**src/rtl/tap_dmi_adapter.sv**
```systemverilog
// JTAG DTM scan-register block bridging the DTMCS/DMI data registers to a
// valid/ready DMI request/response bus. All state is on the rising edge of TCK_i.
//
// state      | meaning
// -----------+------------------------------------------------------------
// ST_IDLE    | no DMI transaction outstanding, new request may be issued
// ST_REQ     | dmi_req_valid_o high, waiting for dmi_req_ready_i
// ST_WAIT    | dmi_resp_ready_o high, waiting for dmi_resp_valid_i
module tap_dmi_adapter #(
  parameter int unsigned ABITS     = 7,
  parameter int unsigned IDLE_HINT = 1
) (
  input  logic             TCK_i,
  input  logic             TRST_i,
  input  logic             TDI_i,
  input  logic             capture_dr_i,
  input  logic             shift_dr_i,
  input  logic             update_dr_i,
  input  logic             test_logic_reset_i,
  input  logic             sel_dtmcs_i,
  input  logic             sel_dmi_i,
  output logic             tdo_o,
  output logic             dmi_req_valid_o,
  input  logic             dmi_req_ready_i,
  output logic [ABITS-1:0] dmi_req_addr_o,
  output logic [31:0]      dmi_req_data_o,
  output logic [1:0]       dmi_req_op_o,
  input  logic             dmi_resp_valid_i,
  output logic             dmi_resp_ready_o,
  input  logic [31:0]      dmi_resp_data_i,
  input  logic [1:0]       dmi_resp_op_i
);

  localparam int unsigned DW = ABITS + 34;

  typedef enum logic [1:0] {
    ST_IDLE = 2'd0,
    ST_REQ  = 2'd1,
    ST_WAIT = 2'd2
  } state_e;

  state_e             state_q;
  logic [1:0]         sticky_q;
  logic [31:0]        dtmcs_q;
  logic [DW-1:0]      dmi_q;
  logic [ABITS-1:0]   last_addr_q;
  logic [31:0]        last_data_q;
  logic               req_valid_q;
  logic               resp_ready_q;
  logic [ABITS-1:0]   req_addr_q;
  logic [31:0]        req_data_q;
  logic [1:0]         req_op_q;

  logic               dtmcs_upd;
  logic               dmi_reset;
  logic               hard_reset;
  logic               dmi_upd;
  logic               dmi_cap;
  logic               op_valid;
  logic               issue;
  logic [31:0]        dtmcs_cap;
  logic [1:0]         dmi_cap_op;

  // Decode of the DTMCS write-side control bits and the DMI issue condition.
  assign dtmcs_upd  = update_dr_i & sel_dtmcs_i;
  assign dmi_reset  = dtmcs_upd & dtmcs_q[16];
  // Test-Logic-Reset behaves as a hard reset of the DMI side as well.
  assign hard_reset = (dtmcs_upd & dtmcs_q[17]) | test_logic_reset_i;
  assign dmi_upd    = update_dr_i & sel_dmi_i;
  assign dmi_cap    = capture_dr_i & sel_dmi_i;
  assign op_valid   = (dmi_q[1:0] == 2'd1) | (dmi_q[1:0] == 2'd2);
  assign issue      = dmi_upd & (state_q == ST_IDLE) & (sticky_q == 2'd0) & op_valid;

  assign dtmcs_cap = {14'b0, 2'b0, 1'b0, 3'(IDLE_HINT), sticky_q, 6'(ABITS), 4'd1};

  // Op reported on a DMI capture: a pending error wins, then busy, else success.
  assign dmi_cap_op = (sticky_q != 2'd0)   ? sticky_q :
                      (state_q != ST_IDLE) ? 2'd3     : 2'd0;

  // Serial output follows the LSB of whichever scan register is selected.
  assign tdo_o = sel_dtmcs_i ? dtmcs_q[0] :
                 sel_dmi_i   ? dmi_q[0]   : 1'b0;

  assign dmi_req_valid_o  = req_valid_q;
  assign dmi_resp_ready_o = resp_ready_q;
  assign dmi_req_addr_o   = req_addr_q;
  assign dmi_req_data_o   = req_data_q;
  assign dmi_req_op_o     = req_op_q;

  // Scan registers: capture, then shift right with TDI entering at the MSB.
  always_ff @(posedge TCK_i or negedge TRST_i) begin
    if (!TRST_i) begin
      dtmcs_q <= '0;
      dmi_q   <= '0;
    end else if (test_logic_reset_i) begin
      dtmcs_q <= '0;
      dmi_q   <= '0;
    end else begin
      if (sel_dtmcs_i) begin
        if (capture_dr_i) begin
          dtmcs_q <= dtmcs_cap;
        end else if (shift_dr_i) begin
          dtmcs_q <= {TDI_i, dtmcs_q[31:1]};
        end
      end
      if (sel_dmi_i) begin
        if (capture_dr_i) begin
          dmi_q <= {last_addr_q, last_data_q, dmi_cap_op};
        end else if (shift_dr_i) begin
          dmi_q <= {TDI_i, dmi_q[DW-1:1]};
        end
      end
    end
  end

  // Transaction FSM with registered bus outputs and the sticky error status.
  always_ff @(posedge TCK_i or negedge TRST_i) begin
    if (!TRST_i) begin
      state_q      <= ST_IDLE;
      sticky_q     <= 2'd0;
      req_valid_q  <= 1'b0;
      resp_ready_q <= 1'b0;
      req_addr_q   <= '0;
      req_data_q   <= '0;
      req_op_q     <= '0;
      last_addr_q  <= '0;
      last_data_q  <= '0;
    end else if (hard_reset) begin
      // Abandons any outstanding transaction, even one handshaking this cycle.
      state_q      <= ST_IDLE;
      sticky_q     <= 2'd0;
      req_valid_q  <= 1'b0;
      resp_ready_q <= 1'b0;
      if (test_logic_reset_i) begin
        last_addr_q <= '0;
        last_data_q <= '0;
      end
    end else begin
      // A sticky error is only ever set from zero, so the first error is kept.
      if (dmi_reset) begin
        sticky_q <= 2'd0;
      end else if ((dmi_cap || dmi_upd) && (state_q != ST_IDLE) && (sticky_q == 2'd0)) begin
        sticky_q <= 2'd3;
      end else if ((state_q == ST_WAIT) && dmi_resp_valid_i &&
                   (sticky_q == 2'd0) && (dmi_resp_op_i != 2'd0)) begin
        sticky_q <= dmi_resp_op_i;
      end

      case (state_q)
        ST_IDLE: begin
          if (issue) begin
            state_q     <= ST_REQ;
            req_valid_q <= 1'b1;
            req_addr_q  <= dmi_q[DW-1:34];
            req_data_q  <= dmi_q[33:2];
            req_op_q    <= dmi_q[1:0];
            last_addr_q <= dmi_q[DW-1:34];
          end
        end
        ST_REQ: begin
          if (dmi_req_ready_i) begin
            state_q      <= ST_WAIT;
            req_valid_q  <= 1'b0;
            resp_ready_q <= 1'b1;
          end
        end
        ST_WAIT: begin
          if (dmi_resp_valid_i) begin
            state_q      <= ST_IDLE;
            resp_ready_q <= 1'b0;
            last_data_q  <= dmi_resp_data_i;
          end
        end
        default: begin
          state_q      <= ST_IDLE;
          req_valid_q  <= 1'b0;
          resp_ready_q <= 1'b0;
        end
      endcase
    end
  end

endmodule

```
**config.mk**
```make
export PLATFORM = sky130hd
export DESIGN_NAME = tap_dmi_adapter
export DESIGN_NICKNAME = d
export VERILOG_FILES = /design/src/rtl/tap_dmi_adapter.sv
export SDC_FILE = /design/constraint.sdc
export NUM_CORES = 1
export LEC_CHECK = 0
export BUFFER_PORTS_ARGS = -buffer_cell sky130_fd_sc_hd__buf_4
export CAP_MARGIN = 30
export CORE_MARGIN = 2
export CORE_UTILIZATION = 55
export DETAILED_ROUTE_END_ITERATION = 10
export PLACE_DENSITY = 0.76
export SKIP_LAST_GASP = 1
export SLEW_MARGIN = 5
export SYNTH_ARGS = -nofsm -noshare
export SYNTH_HDL_FRONTEND = slang
export SYNTH_SLANG_ARGS = --single-unit
```
**constraint.sdc**
```tcl
create_clock -name TCK_i -period 2.9 [get_ports TCK_i]
set_input_delay 0.145 -clock TCK_i [delete_from_list [all_inputs] [get_ports TCK_i]]
set_output_delay 0.145 -clock TCK_i [all_outputs]
set_load 0.02 [all_outputs]
```
==> impl_metrics.tcl <==
set metrics [dict create \
    fin_crit_sh_pct 75.3 \
    portBuffers 88 \
    comb_power_share_pct 7.9 \
    clk_latency_ns 0.42 \
    synth_commonest_cells "dfrtp_1 (159), nor2_1 (53), mux2i_1 (50)" \
    place_congestion 0.777 \
    clock-sinks 159 \
    wl_met3_um 636 \
    slew_headroom_pct 45.2 \
    fp.dieH_um 117 \
    whs_ns 0.0280 \
    synth_most_common_cell "dfrtp_1" \
    cts.path.max_buffers 2 \
    syn_area_per_cell_um2 13.2 \
    endpoint_kind "flip-flop" \
    fill_cells 885 \
    critPathRequiredTime_ns 3.20 \
    seq_area_um2 3980 \
    antenna_cells 0 \
    synth_enable_flop_cells 0 \
    final_util_pct 69.7 \
    setup_tns_ns 0 \
    wire_per_inst_um 18.3 \
    post-route-drc-count 0 \
    first_global_vias 4726 \
    drive_gt1_share_pct 31.7 \
    num_vias 4564 \
    p_sw_share_pct 22.1 \
    crit_arrival_ns 2.48 \
    slew_viol_final 0 \
    synth_area_leader_cell "dfrtp_1" \
    synthArstFlopShare_pct 100 \
    routed-wl-met2_mm 7.77 \
    grt_pass1_wl_mm 24.3 \
    yosysWarnings 0 \
    grt_max_degree 91 \
    wl_met1_mm 6.49 \
    cts_tree "yes" \
    die_area_um2 13600 \
    tightest_slew_ns 0.819 \
    syn-num-nets 577 \
    start_util_pct 55.9 \
    hold_violations 0 \
    ys_top_cells_by_area "dfrtp_1 (57%), mux2_4 (8.4%), mux2i_1 (7.1%)" \
    drt_first_pass_iters 4 \
    grt-ovfl-total 0 \
    status "finished clean" \
    hold_class "input pin to flip-flop" \
    core_um2 12500 \
    nNetsFinal 686 \
    clkTransAtPathRegs_ns 0.06 \
    power.leakage_uw 0.00463 \
    synthCells 532 \
    path_class "flip-flop to flip-flop" \
    grt_usage_pct 23.5 \
    skew_ns 0.00513 \
    max-cap-violations 0 \
    routed.top_layer "met4" \
    row_count 41 \
    vias_per_cell 5.53 \
    ios 89 \
    clkPwrFrac_pct 45.5 \
    yosys.area.top_type_share_pct 56.8 \
    post-route-min-period_ns 2.18 \
    drtAntennaViolNets 0 \
    dp_hpwl_mm 9.01 \
    p_switching_uw 1070 \
    wirelength_mm 15.1 \
    drt-initial-drc-count 283 \
    root_buffer "clkbuf_16" \
    power_density_nw_per_um2 558 \
    die_w_um 117 \
    crit_fanout 22 \
    rsz0062_at_grt "no" \
    power_uw 4870 \
    max_freq_mhz 458 \
    ys_ff_latch 159 \
    synthFlopType "dfrtp_1" \
    p_seq_share_pct 46.6 \
    irDropWorstVdd_mv 0.471 \
    post-cts-setup-buffers 0 \
    cp-start-kind "flip-flop" \
    htree_levels 4 \
    p_int_uw 3790 \
    antenna_found_initial 0 \
    multi_input_area_um2 2770 \
    synthDistinctLibCells 38 \
    synthToLayoutAreaGrowth_pct 24.7 \
    synthesis.area_um2 7000 \
    setup_viol 0 \
    ys_seq_area_share_pct 56.8 \
    cts_buffers 17 \
]
-- layout make-up --
class	count	area share (%)
multi-input cells	320	31.8
flip-flops and latches	159	45.6
inverters	12	0.516
clock buffers	26	5.84
well taps	172	2.47
clock inverters	5	0.889
repair buffers	131	12.9
-- worst paths after layout --
kind                                          from                              to  slack, ns  cells past startpoint
max in group asynchronous                   TRST_i      last_data_q[9]$_DFFE_PN0P_       1.76                      4
min in group asynchronous                   TRST_i     last_data_q[20]$_DFFE_PN0P_       0.15                      2
max                        sticky_q[1]$_DFFE_PN0P_  dmi_req_data_o[13]$_DFFE_PN0P_       0.72                      4
max reg2reg                sticky_q[1]$_DFFE_PN0P_  dmi_req_data_o[13]$_DFFE_PN0P_       0.72                      4
min                               dmi_resp_valid_i          state_q[1]$_DFFE_PN0P_       0.03                      4
min reg2reg                 dtmcs_q[4]$_DFFE_PN0P_          dtmcs_q[4]$_DFFE_PN0P_       0.47                      1
-- critical path, stage by stage (launching register included) --
cell      delay, ns
dfrtp_1        0.43
and4bb_1       0.43
nand4b_4       0.50
buf_12         0.39
mux2_4         0.31
-- cells in the final DEF, fill, tap and decap left out, drive strengths merged, types with 2 or more instances in the layout --
cell type and n:
nand3b 4, nand2 15, and3b 2, clkinv 2
dfrtp 159, nor2 53, clkbuf 26, mux2 81
o31a 2, dlygate4sd3 33, a311oi 2, mux2i 50
nor4 8, nor4b 7, a21o 21, a31oi 2
nor3 8, nor2b 2, and3 2, o21ai 6
buf 98, o21bai 2, a21oi 4, nand3 2
a22o 39, bufinv 2, inv 12
-- power by group through the flow --
stage	clock, µW	sequential, µW	combinational [µW]
2_1_floorplan	0	2320	171
3_3_place_gp	0	2310	336
3_5_place_dp	0	2310	348
4_1_cts	2250	2270	387
5_1_grt	2360	2270	416
6_report	2210	2270	384
-- repair_timing --
item	4_1_cts	5_1_grt
endpoints found under the hold margin	145	0
hold buffers	33	0
resized for setup	0	0
-- kinds of logic (layout without fill, tap and decap cells) --
group	after synthesis	after routing	share of synthesized area (%)
flip-flops	159	159	56.8
multiplexers	131	131	22.3
AND/OR/NAND/NOR	106	106	7.65
XOR/XNOR	1	1	0.232
AO/OA/AOI/OAI	82	82	9.28
buffers and inverters	53	174	3.74
-- flip-flops by register name (all words and copies together), names as in the netlist --
name              flops
dmi_q                41
dmi_req_valid_o       1
last_addr_q           7
dmi_resp_ready_o      1
dmi_req_op_o          2
state_q               2
last_data_q          32
dtmcs_q              32
dmi_req_data_o       32
dmi_req_addr_o        7
sticky_q              2
-- per-layer routing --
| layer | up-vias | GRT usage, % |
|---|---|---|
| met5 | - | 0 |
| met4 | 0 | 6.20 |
| met3 | 16 | 5.66 |
| met2 | 101 | 39.6 |
| met1 | 2330 | 31.0 |
| li1 | 2117 | - |
-- stage by stage --
step / instances / setup WS [ns] / cell area [µm²]
after detailed placement: 761 / 0.740 / 7810
after global routing: 825 / 0.626 / 8730
after floorplan: 532 / 1.37 / 7000
after CTS: 825 / 0.708 / 8730
final: 825 / 0.715 / 8730
after global placement: 760 / 0.811 / 7780
Power figures use the tool's default switching activity.
